**src/rtl/uart_pkg.sv**
```systemverilog
// Shared definitions for the camera-link UART command receiver:
// default timing and framing constants plus the byte- and packet-FSM state types.
package uart_pkg;

    localparam int unsigned CLKS_PER_BIT_DEF = 1085;    // 125 MHz / 115200 baud
    localparam logic [7:0]  HEADER_BYTE_DEF  = 8'hA5;
    localparam int unsigned TIMEOUT_CLKS_DEF = 125000;  // 1 ms inter-byte limit

    typedef enum logic [2:0] {
        IDLE,
        START,
        DATA,
        STOP,
        WAIT_HIGH
    } byte_state_e;

    typedef enum logic [1:0] {
        P_HDR,
        P_CMD,
        P_DATA,
        P_CHK
    } pkt_state_e;

    // Packet checksum: XOR of the command and data bytes.
    function automatic logic [7:0] pkt_checksum(input logic [7:0] cmd, input logic [7:0] data);
        return cmd ^ data;
    endfunction

endpackage

```
**src/rtl/uart_rx_byte.sv**
```systemverilog
// 8N1 byte receiver: two-flop synchroniser on the serial line followed by the
// byte FSM (IDLE/START/DATA/STOP/WAIT_HIGH). Samples mid-bit, LSB first.
// Emits a one-cycle valid pulse with the byte, or a one-cycle frame-error pulse.
module uart_rx_byte
    import uart_pkg::*;
#(
    parameter int unsigned CLKS_PER_BIT = CLKS_PER_BIT_DEF
) (
    input  logic       clk,
    input  logic       rst_n,
    input  logic       rx,
    output logic [7:0] rx_byte,
    output logic       rx_byte_valid,
    output logic       frame_err,
    output logic       busy
);

    localparam int unsigned CNT_W = (CLKS_PER_BIT > 1) ? $clog2(CLKS_PER_BIT) : 1;
    localparam logic [CNT_W-1:0] CNT_LAST = CNT_W'(CLKS_PER_BIT - 1);
    localparam logic [CNT_W-1:0] CNT_HALF = CNT_W'(CLKS_PER_BIT / 2 - 1);

    byte_state_e      state_q,   state_d;
    logic             rx_meta_q, rx_meta_d;
    logic             rx_s_q,    rx_s_d;
    logic [CNT_W-1:0] cnt_q,     cnt_d;
    logic [2:0]       bit_idx_q, bit_idx_d;
    logic [7:0]       shreg_q,   shreg_d;
    logic [7:0]       byte_q,    byte_d;
    logic             valid_q,   valid_d;
    logic             ferr_q,    ferr_d;

    // State register: synchroniser resets to the idle-high line level.
    always_ff @(posedge clk or negedge rst_n) begin
        if (!rst_n) begin
            state_q   <= IDLE;
            rx_meta_q <= 1'b1;
            rx_s_q    <= 1'b1;
            cnt_q     <= '0;
            bit_idx_q <= '0;
            shreg_q   <= '0;
            byte_q    <= '0;
            valid_q   <= 1'b0;
            ferr_q    <= 1'b0;
        end else begin
            state_q   <= state_d;
            rx_meta_q <= rx_meta_d;
            rx_s_q    <= rx_s_d;
            cnt_q     <= cnt_d;
            bit_idx_q <= bit_idx_d;
            shreg_q   <= shreg_d;
            byte_q    <= byte_d;
            valid_q   <= valid_d;
            ferr_q    <= ferr_d;
        end
    end

    // Next-state: bit timing, shifting and stop-bit validation.
    always_comb begin
        rx_meta_d = rx;
        rx_s_d    = rx_meta_q;
        state_d   = state_q;
        cnt_d     = cnt_q;
        bit_idx_d = bit_idx_q;
        shreg_d   = shreg_q;
        byte_d    = byte_q;
        valid_d   = 1'b0;
        ferr_d    = 1'b0;
        unique case (state_q)
            IDLE: begin
                if (!rx_s_q) begin
                    state_d = START;
                    cnt_d   = '0;
                end
            end
            START: begin
                if (cnt_q == CNT_HALF) begin
                    cnt_d = '0;
                    if (!rx_s_q) begin
                        state_d   = DATA;
                        bit_idx_d = '0;
                    end else begin
                        state_d = IDLE;   // too short to be a start bit
                    end
                end else begin
                    cnt_d = cnt_q + 1'b1;
                end
            end
            DATA: begin
                if (cnt_q == CNT_LAST) begin
                    cnt_d   = '0;
                    shreg_d = {rx_s_q, shreg_q[7:1]};
                    if (bit_idx_q == 3'd7) begin
                        state_d = STOP;
                    end else begin
                        bit_idx_d = bit_idx_q + 3'd1;
                    end
                end else begin
                    cnt_d = cnt_q + 1'b1;
                end
            end
            STOP: begin
                if (cnt_q == CNT_LAST) begin
                    cnt_d = '0;
                    if (rx_s_q) begin
                        byte_d  = shreg_q;
                        valid_d = 1'b1;
                        state_d = IDLE;
                    end else begin
                        ferr_d  = 1'b1;
                        state_d = WAIT_HIGH;
                    end
                end else begin
                    cnt_d = cnt_q + 1'b1;
                end
            end
            WAIT_HIGH: begin
                // A held-low line (break) must not be mistaken for a new start bit.
                if (rx_s_q) begin
                    state_d = IDLE;
                end
            end
            default: state_d = IDLE;
        endcase
    end

    // Outputs: registered pulses and byte, busy decoded from state.
    always_comb begin
        rx_byte       = byte_q;
        rx_byte_valid = valid_q;
        frame_err     = ferr_q;
        busy          = (state_q != IDLE);
    end

endmodule

```
**src/rtl/uart_cmd_rx.sv**
```systemverilog
// Host-to-FPGA command receiver for the camera serial link.
// Byte reception is delegated to uart_rx_byte; this level parses 4-byte
// packets {HEADER_BYTE, cmd, data, cmd^data} and presents validated commands.
// Optional inter-byte packet timeout: define UART_CMD_RX_TIMEOUT_EN.
module uart_cmd_rx
    import uart_pkg::*;
#(
    parameter int unsigned CLKS_PER_BIT = CLKS_PER_BIT_DEF,
    parameter logic [7:0]  HEADER_BYTE  = HEADER_BYTE_DEF,
    parameter int unsigned TIMEOUT_CLKS = TIMEOUT_CLKS_DEF
) (
    input  logic       Clk,
    input  logic       i_Rst_n,
    input  logic       i_RX,
    output logic [7:0] o_Byte,
    output logic       o_Byte_Valid,
    output logic [7:0] o_Cmd,
    output logic [7:0] o_Data,
    output logic       o_Cmd_Valid,
    output logic       o_Frame_Err,
    output logic       o_Chk_Err,
    output logic       o_Timeout,
    output logic       o_Busy
);

    logic [7:0] rx_byte;
    logic       rx_byte_valid;
    logic       frame_err;

    uart_rx_byte #(
        .CLKS_PER_BIT(CLKS_PER_BIT)
    ) u_rx_byte (
        .clk          (Clk),
        .rst_n        (i_Rst_n),
        .rx           (i_RX),
        .rx_byte      (rx_byte),
        .rx_byte_valid(rx_byte_valid),
        .frame_err    (frame_err),
        .busy         (o_Busy)
    );

    pkt_state_e pstate_q,    pstate_d;
    logic [7:0] cmd_lat_q,   cmd_lat_d;
    logic [7:0] data_lat_q,  data_lat_d;
    logic [7:0] cmd_q,       cmd_d;
    logic [7:0] data_q,      data_d;
    logic       cmd_valid_q, cmd_valid_d;
    logic       chk_err_q,   chk_err_d;

`ifdef UART_CMD_RX_TIMEOUT_EN
    localparam int unsigned TO_W = (TIMEOUT_CLKS > 1) ? $clog2(TIMEOUT_CLKS) : 1;
    localparam logic [TO_W-1:0] TO_LAST = TO_W'(TIMEOUT_CLKS - 1);

    logic [TO_W-1:0] to_cnt_q,  to_cnt_d;
    logic            timeout_q, timeout_d;
`endif

    // State register for the packet parser and its output holding flops.
    always_ff @(posedge Clk or negedge i_Rst_n) begin
        if (!i_Rst_n) begin
            pstate_q    <= P_HDR;
            cmd_lat_q   <= '0;
            data_lat_q  <= '0;
            cmd_q       <= '0;
            data_q      <= '0;
            cmd_valid_q <= 1'b0;
            chk_err_q   <= 1'b0;
`ifdef UART_CMD_RX_TIMEOUT_EN
            to_cnt_q    <= '0;
            timeout_q   <= 1'b0;
`endif
        end else begin
            pstate_q    <= pstate_d;
            cmd_lat_q   <= cmd_lat_d;
            data_lat_q  <= data_lat_d;
            cmd_q       <= cmd_d;
            data_q      <= data_d;
            cmd_valid_q <= cmd_valid_d;
            chk_err_q   <= chk_err_d;
`ifdef UART_CMD_RX_TIMEOUT_EN
            to_cnt_q    <= to_cnt_d;
            timeout_q   <= timeout_d;
`endif
        end
    end

    // Next-state: advance on each received byte; a frame error drops the partial packet.
    always_comb begin
        pstate_d    = pstate_q;
        cmd_lat_d   = cmd_lat_q;
        data_lat_d  = data_lat_q;
        cmd_d       = cmd_q;
        data_d      = data_q;
        cmd_valid_d = 1'b0;
        chk_err_d   = 1'b0;
        if (frame_err) begin
            pstate_d = P_HDR;
        end else if (rx_byte_valid) begin
            unique case (pstate_q)
                P_HDR: begin
                    if (rx_byte == HEADER_BYTE) begin
                        pstate_d = P_CMD;
                    end
                end
                P_CMD: begin
                    cmd_lat_d = rx_byte;
                    pstate_d  = P_DATA;
                end
                P_DATA: begin
                    data_lat_d = rx_byte;
                    pstate_d   = P_CHK;
                end
                P_CHK: begin
                    if (rx_byte == pkt_checksum(cmd_lat_q, data_lat_q)) begin
                        cmd_d       = cmd_lat_q;
                        data_d      = data_lat_q;
                        cmd_valid_d = 1'b1;
                    end else begin
                        chk_err_d = 1'b1;
                    end
                    pstate_d = P_HDR;
                end
                default: pstate_d = P_HDR;
            endcase
        end
`ifdef UART_CMD_RX_TIMEOUT_EN
        // A byte arriving on the expiry cycle takes priority over the timeout.
        to_cnt_d  = to_cnt_q;
        timeout_d = 1'b0;
        if (rx_byte_valid || (pstate_q == P_HDR)) begin
            to_cnt_d = '0;
        end else if (to_cnt_q == TO_LAST) begin
            to_cnt_d  = '0;
            timeout_d = 1'b1;
            pstate_d  = P_HDR;
        end else begin
            to_cnt_d = to_cnt_q + 1'b1;
        end
`endif
    end

    // Outputs: byte-level signals pass through, packet-level from holding flops.
    always_comb begin
        o_Byte       = rx_byte;
        o_Byte_Valid = rx_byte_valid;
        o_Frame_Err  = frame_err;
        o_Cmd        = cmd_q;
        o_Data       = data_q;
        o_Cmd_Valid  = cmd_valid_q;
        o_Chk_Err    = chk_err_q;
`ifdef UART_CMD_RX_TIMEOUT_EN
        o_Timeout    = timeout_q;
`else
        // No timeout logic in this build; the parameter stays on the interface for overrides.
        o_Timeout    = (TIMEOUT_CLKS == 0) & 1'b0;
`endif
    end

endmodule

```
**config.mk**
```make
export PLATFORM = sky130hd
export DESIGN_NAME = uart_cmd_rx
export DESIGN_NICKNAME = d
export VERILOG_FILES = /design/src/rtl/uart_pkg.sv /design/src/rtl/uart_rx_byte.sv /design/src/rtl/uart_cmd_rx.sv
export SDC_FILE = /design/constraint.sdc
export NUM_CORES = 1
export LEC_CHECK = 0
export CORE_AREA = 3 3 98 100
export DETAILED_ROUTE_END_ITERATION = 8
export DIE_AREA = 0 0 101 103
export SLEW_MARGIN = 10
export SYNTH_ARGS = -nofsm -noshare
export SYNTH_HDL_FRONTEND = slang
export SYNTH_SLANG_ARGS = --single-unit
```
**constraint.sdc**
```tcl
create_clock -name Clk -period 3.8 [get_ports Clk]
set_input_delay 0.76 -clock Clk [delete_from_list [all_inputs] [get_ports Clk]]
set_output_delay 0.76 -clock Clk [all_outputs]
set_load 0.05 [all_outputs]
```
==> results.py, run 1 <==
metrics = {
    "run_status": {
        "status": "completed",
    },
    "route": {
        "top_layer": "met4",
        "ant_nets": 0,
        "met3_length_um": 265,
        "drc": 0,
        "route.met2.wl_mm": 3.08,
        "routed-via-count": 2181,
        "firstDrtPassIters": 4,
        "drt-wirelength-per-cell_um": 15.1,
        "vias_per_cell": 5.22,
        "m1WireLength_mm": 2.94,
        "drtIter0Drc": 69,
        "drt-total-wl_mm": 6.32,
    },
    "synthesis": {
        "synth-main-ff-cell": "sky130_fd_sc_hd__dfrtp_1",
        "synth_enable_flop_cells": 0,
        "synthXorXnorAreaFrac_pct": 5.23,
        "yosysWarnings": 0,
        "muxShareOfSynthArea_pct": 16.5,
        "syn-mean-instance-area_sq_um": 13.0,
        "postSynthRegisterBits": 73,
        "synth_fa_ha_area_share_pct": 3.60,
        "synth_top_family_by_area": "multiplexers",
        "synthesis.nets": 281,
        "synthArstFlopShare_pct": 100,
        "synth-simple-area-share_pct": 11.8,
        "synth.lib_cells_used.distinct": 44,
        "synth_cells": 268,
        "synth_compound_area_share_pct": 7.71,
        "synth_seq_area_share_pct": 52.7,
        "mappedNetlistArea_sq_um": 3470,
    },
    "sta": {
        "finalSetupTns_ns": 0,
        "max_slew_margin_pct": 40.0,
        "transition_time_of_the_tightest_slew_check_pin_ns": 0.900,
        "share_of_the_cycle_needed_by_the_critical_path_after_routing_pct": 70.6,
        "timing_hold_violations_final": 0,
        "peak_freq_mhz": 373,
        "number_of_endpoints_failing_setup_at_the_final_stage": 0,
        "final-max-slew-violation-count": 0,
        "clock_skew_ns": 0.0151,
        "grt_setup_unrepaired": "no",
        "layout_min_cycle_time_ns": 2.68,
        "setup_slack_ns": 1.12,
    },
    "power": {
        "ir_drop_uv": 215,
        "cellLeakagePower_nw": 1.85,
        "cellPowerDensity_nw_per_um2": 359,
    },
    "clock_tree": {
        "cts-buffers-inserted": 9,
        "cts_buffer_depth": 2,
        "clock_tree.root_cell": "sky130_fd_sc_hd__clkbuf_8",
        "cts_tree": "done",
        "cts_hold_repair.buffers": 0,
        "clk_pin_slew_worst_setup_hold_paths_ns": 0.07,
        "clock_latency_ns": 0.34,
        "cts_resized": 0,
        "cts_post_setup_buffers_inserted": 0,
        "tritoncts_num_sinks": 73,
        "ctsHtreeMaxLevel": 3,
    },
    "global_route": {
        "track_usage_pct": 13.3,
        "overflow": 0,
        "largest_net_degree_at_the_start_of_global_routing": 74,
        "global_route_wire_length_before_repair_mm": 10.8,
        "via_count_of_the_first_global_routing_pass": 2177,
        "antenna_violations_before_repair": 0,
    },
    "placed_design": {
        "hpwl_mm": 4.38,
        "io_buffers": 31,
        "pre_cts_ws_ns": 1.48,
        "globalplace.congestion": 0.814,
    },
    "setup_path": {
        "arrival_ns": 1.92,
        "timing.critical_path.required_ns": 3.04,
        "timing.critical_path.fanout_max": 13,
        "worstSetupPathType": "reg -> out",
        "critical_path.startpoint_type": "flop",
        "rr_endpoint": "u_rx_byte.cnt_q[7]",
        "r2r_setup_slack_ns": 1.59,
        "r2r.worst_path.cells": 7,
        "regToRegStartpoint": "u_rx_byte.cnt_q[1]",
        "setup.worst_path.end_class": "output port",
    },
    "die": {
        "fp.dieArea_sq_um": 10400,
        "initial_utilization_pct": 39.6,
        "chipHeight_um": 103,
        "number_of_primary_i_o_pins": 33,
        "floorplan.rows": 34,
        "die_w_um": 101,
        "fp.coreArea_sq_um": 8760,
    },
    "cells_and_area": {
        "antenna_cells_inserted": 0,
        "fraction_of_final_layout_cells_sized_beyond_drive_strength_1_pct": 25.2,
        "num-nets-final": 318,
        "area_delta_synth_final_pct": 18.7,
        "filler_cell_count": 795,
    },
    "worst_hold_path": {
        "hold_path.class": "reg -> reg",
        "min_to": "u_rx_byte.rx_s_q",
        "worstHoldPathCells": 0,
        "holdCritStartpoint": "u_rx_byte.rx_meta_q",
    },
    "flow_run": {
        "cap_violations": 0,
    },
}
final cells by class:
type	instances	area, sq um	share of cell area (%)
flip-flops and latches	73	1830	44.4
multi-input cells	178	1560	37.9
repair buffers	34	330	8.02
clock buffers	10	138	3.34
well taps	108	135	3.28
clock inverters	6	90.1	2.19
inverters	9	33.8	0.820
cells in the mapped netlist, types with 4 or more instances:
| cell | count | share of area [%] |
|---|---|---|
| sky130_fd_sc_hd__ha_1 | 10 | 3.6 |
| sky130_fd_sc_hd__mux2_2 | 39 | 13 |
| sky130_fd_sc_hd__inv_1 | 9 | 0.97 |
| sky130_fd_sc_hd__a21oi_1 | 5 | 0.72 |
| sky130_fd_sc_hd__nor2_1 | 10 | 1.1 |
| sky130_fd_sc_hd__o21ai_0 | 8 | 1.2 |
| sky130_fd_sc_hd__nand3_1 | 6 | 0.87 |
| sky130_fd_sc_hd__nor3_1 | 4 | 0.58 |
| sky130_fd_sc_hd__xnor3_1 | 7 | 4.5 |
| sky130_fd_sc_hd__or3_1 | 8 | 1.4 |
| sky130_fd_sc_hd__dfrtp_1 | 71 | 51 |
| sky130_fd_sc_hd__clkbuf_1 | 6 | 0.65 |
| sky130_fd_sc_hd__o211ai_1 | 10 | 2.2 |
| sky130_fd_sc_hd__nand2_1 | 24 | 2.6 |
| sky130_fd_sc_hd__mux2_4 | 9 | 3.9 |
worst max path at each step:
stage / from / to / slack, ns / depth (start not counted)
6_report: u_rx_byte.state_q[2] / o_Busy / 1.12 / 2
5_1_grt: u_rx_byte.state_q[2] / o_Busy / 1.02 / 2
4_1_cts: u_rx_byte.state_q[2] / o_Busy / 1.10 / 2
3_5_place_dp: u_rx_byte.state_q[2] / o_Busy / 1.48 / 2
3_3_place_gp: u_rx_byte.state_q[2] / o_Busy / 1.48 / 2
2_1_floorplan: u_rx_byte.rx_byte[4] / o_Cmd[0] / 1.57 / 5
critical path, cell delays in order (launching register included):
cell and delay [ns]:
sky130_fd_sc_hd__dfrtp_1 0.52, sky130_fd_sc_hd__or3_1 0.36, sky130_fd_sc_hd__clkdlybuf4s50_1 0.71
routing by layer:
metal / GRT usage (%) / vias up
met2: 22.1 / 42
met4: 3.89 / 0
met1: 16.6 / 1079
met3: 4.53 / 2
met5: 0 / -
li1: - / 1058
sequential cells by signal, summed over array words and instances (netlist names):
signal                   cells
data_lat_q                   8
u_rx_byte.shreg_q            8
pstate_q                     2
u_rx_byte.cnt_q             11
cmd_lat_q                    8
u_rx_byte.frame_err          1
o_Cmd_Valid                  1
o_Data                       8
u_rx_byte.rx_s_q             1
u_rx_byte.bit_idx_q          3
u_rx_byte.rx_byte            8
o_Cmd                        8
u_rx_byte.rx_meta_q          1
o_Chk_Err                    1
u_rx_byte.state_q            3
u_rx_byte.rx_byte_valid      1
metrics by stage:
stage               area (sq um)  utilization, %  power (W)  hold WS [ns]  cells
finish                      4120            47.0    0.00148         0.358    418
global placement            3890            44.4   0.000816         0.347    402
floorplan                   3470               -   0.000799         0.345    268
global route                4120            47.0    0.00154         0.366    418
detailed placement          3890            44.4   0.000816         0.349    402
CTS                         4120            47.0    0.00151         0.360    418
kinds of logic (layout without fill, tap and decap cells):
| group | count (synthesis) | after routing |
|---|---|---|
| mux | 48 | 48 |
| simple gates | 72 | 72 |
| flops | 73 | 73 |
| compound gates | 39 | 39 |
| buf+inv | 17 | 59 |
| xor+xnor | 8 | 8 |
| fa+ha+maj | 10 | 10 |
| other cells | 1 | 1 |
layout by cell type, fill, tap and decap left out, types with 4 or more instances in the layout:
cell type	count
sky130_fd_sc_hd__a21oi_1	5
sky130_fd_sc_hd__buf_4	4
sky130_fd_sc_hd__clkbuf_8	10
sky130_fd_sc_hd__clkdlybuf4s50_1	30
sky130_fd_sc_hd__dfrtp_1	71
sky130_fd_sc_hd__ha_1	10
sky130_fd_sc_hd__inv_1	9
sky130_fd_sc_hd__mux2_2	39
sky130_fd_sc_hd__mux2_4	9
sky130_fd_sc_hd__nand2_1	24
sky130_fd_sc_hd__nand3_1	6
sky130_fd_sc_hd__nor2_1	10
sky130_fd_sc_hd__nor3_1	4
sky130_fd_sc_hd__o211ai_1	10
sky130_fd_sc_hd__o21ai_0	8
sky130_fd_sc_hd__or3_1	8
sky130_fd_sc_hd__xnor3_1	7
power breakdown:
part	internal, W	switching [W]	leakage, nW
sequential	0.000778	0.000000972	0.998
clock	0.000390	0.000292	0.113
combinational	0.00000217	0.0000177	0.742
total	0.00117	0.000310	1.85
No activity file was read; power rests on OpenSTA's default activity.
==> run 2: changes to the inputs <==
==> constraint.sdc (replaced) <==
create_clock -name Clk -period 2.4 [get_ports Clk]
set_input_delay 0.48 -clock Clk [delete_from_list [all_inputs] [get_ports Clk]]
set_output_delay 0.48 -clock Clk [all_outputs]
set_load 0.05 [all_outputs]
==> results.py, run 2 (synthesis gave the netlist of run 1 again) <==
metrics = {
    "run_status": {
        "status": "completed",
    },
    "sta": {
        "final-max-slew-violation-count": 0,
        "layout_min_cycle_time_ns": 2.12,
        "max_slew_margin_pct": 58.8,
        "grt_setup_unrepaired": "no",
        "share_of_the_cycle_needed_by_the_critical_path_after_routing_pct": 88.5,
        "peak_freq_mhz": 471,
        "timing_hold_violations_final": 0,
        "clock_skew_ns": 0.0139,
        "number_of_endpoints_failing_setup_at_the_final_stage": 0,
        "transition_time_of_the_tightest_slew_check_pin_ns": 0.616,
        "finalSetupTns_ns": 0,
    },
    "worst_hold_path": {
        "hold_path.class": "in -> async",
    },
    "placed_design": {
        "numPlacedInstances": 410,
        "io_buffers": 31,
        "globalplace.congestion": 0.822,
        "post_dp_cell_area_sq_um": 3960,
        "hpwl_mm": 4.53,
    },
    "global_route": {
        "track_usage_pct": 13.5,
        "antenna_violations_before_repair": 0,
        "overflow": 0,
        "largest_net_degree_at_the_start_of_global_routing": 37,
        "via_count_of_the_first_global_routing_pass": 2240,
        "global_route_wire_length_before_repair_mm": 11.0,
    },
    "setup_path": {
        "r2r_setup_slack_ns": 0.40,
        "regToRegStartpoint": "u_rx_byte.cnt_q[1]",
        "timing.critical_path.fanout_max": 5,
        "critical_path.startpoint_type": "flop",
        "worst_path_largest_cell_delay_ns": 0.80,
        "worstSetupPathType": "reg -> out",
        "critPathSlowestCell": "sky130_fd_sc_hd__clkdlybuf4s50_1",
        "crit_path_cells": "buf_4 -> clkdlybuf4s50_1",
        "timing.critical_path.required_ns": 1.92,
        "setup.worst_path.end_class": "output port",
        "arrival_ns": 1.64,
        "r2r.worst_path.cells": 6,
        "rr_endpoint": "u_rx_byte.cnt_q[7]",
    },
    "cells_and_area": {
        "filler_cell_count": 796,
        "area_delta_synth_final_pct": 21.2,
        "num-nets-final": 326,
        "largest_register_ff_count": 11,
        "final_cell_area_sq_um": 4210,
        "finish.cell_count_without_fillers": 426,
        "fraction_of_final_layout_cells_sized_beyond_drive_strength_1_pct": 26.7,
        "layout.cells.most_common_list": "sky130_fd_sc_hd__dfrtp_1 (71), sky130_fd_sc_hd__mux2_2 (39), sky130_fd_sc_hd__clkdlybuf4s50_1 (29)",
        "largest_register": "u_rx_byte.cnt_q",
        "layout.cells.most_common": "sky130_fd_sc_hd__dfrtp_1",
        "antenna_cells_inserted": 0,
    },
    "route": {
        "vias_per_cell": 5.21,
        "drt-wirelength-per-cell_um": 14.9,
        "firstDrtPassIters": 4,
        "drc": 0,
        "drt-total-wl_mm": 6.34,
        "ant_nets": 0,
        "routed-via-count": 2220,
        "drtIter0Drc": 58,
    },
    "die": {
        "floorplan.rows": 34,
        "fp.coreArea_sq_um": 8760,
        "die_w_um": 101,
        "number_of_primary_i_o_pins": 33,
        "chipHeight_um": 103,
        "initial_utilization_pct": 39.6,
        "fp.dieArea_sq_um": 10400,
    },
    "power": {
        "cellPowerDensity_nw_per_um2": 577,
        "cellLeakagePower_nw": 1.90,
        "ir_drop_uv": 301,
    },
    "clock_tree": {
        "clock_latency_ns": 0.35,
        "ctsHtreeMaxLevel": 3,
        "cts_tree": "done",
        "clk_pin_slew_worst_setup_hold_paths_ns": 0.08,
        "cts_buffer_depth": 2,
        "clock_tree.root_cell": "sky130_fd_sc_hd__clkbuf_8",
        "tritoncts_num_sinks": 73,
        "cts-buffers-inserted": 9,
    },
    "flow_run": {
        "cap_violations": 0,
    },
}
run 2: repair_timing:
| item | 4_1_cts | 5_1_grt |
|---|---|---|
| resized for setup | 1 | 0 |
| endpoints found under the setup margin | 1 | 0 |
| hold buffers | 0 | 0 |
| buffers inserted | 0 | 0 |
run 2: layout make-up:
type	count	area, sq um	share of cell area (%)
well taps	108	135	3.21
clock inverters	6	115	2.74
flip-flops and latches	73	1830	43.5
multi-input cells	178	1560	37.2
inverters	9	33.8	0.803
clock buffers	10	128	3.03
repair buffers	42	402	9.55
run 2: how the worst max path moves through the flow:
stage	to	depth (start not counted)	start	slack [ns]
6_report	o_Byte[5]	2	u_rx_byte.rx_byte[5]	0.28
5_1_grt	o_Byte[5]	2	u_rx_byte.rx_byte[5]	0.19
4_1_cts	o_Byte[5]	2	u_rx_byte.rx_byte[5]	0.24
3_5_place_dp	o_Busy	2	u_rx_byte.state_q[1]	0.37
3_3_place_gp	o_Busy	2	u_rx_byte.state_q[1]	0.37
2_1_floorplan	o_Cmd[0]	5	u_rx_byte.rx_byte[4]	0.17
run 2: per-layer routing:
layer	wire length (um)	part of all wire [%]	track usage, %	up-vias
met3	274	4.3	4.26	4
met4	42	0.66	4.50	0
met1	2890	46	16.8	1108
li1	-	-	-	1066
met2	3140	49	22.4	42
met5	0	0	0	-
run 2: through the flow:
stage	hold WS, ns	utilization [%]	power (W)	worst slack (ns)
final	0.0831	48.0	0.00243	0.277
after global routing	0.104	48.0	0.00252	0.191
after CTS	0.0868	48.0	0.00247	0.236
after detailed placement	0.353	45.2	0.00130	0.369
after global placement	0.345	45.2	0.00130	0.367
after floorplan	0.184	-	0.00126	0.174
run 2: worst max-delay path, delay by kind of cell (launching register included):
kind / cells / cell delay (ns)
DFF: 1 / 0.36
buffers and inverters: 2 / 0.94
run 2: where the power goes:
part	total (W)	internal (W)	switching, W
combinational	0.0000369	0.00000786	0.0000290
sequential	0.00123	0.00123	0.00000173
clock	0.00116	0.000696	0.000460
total	0.00243	0.00194	0.000490
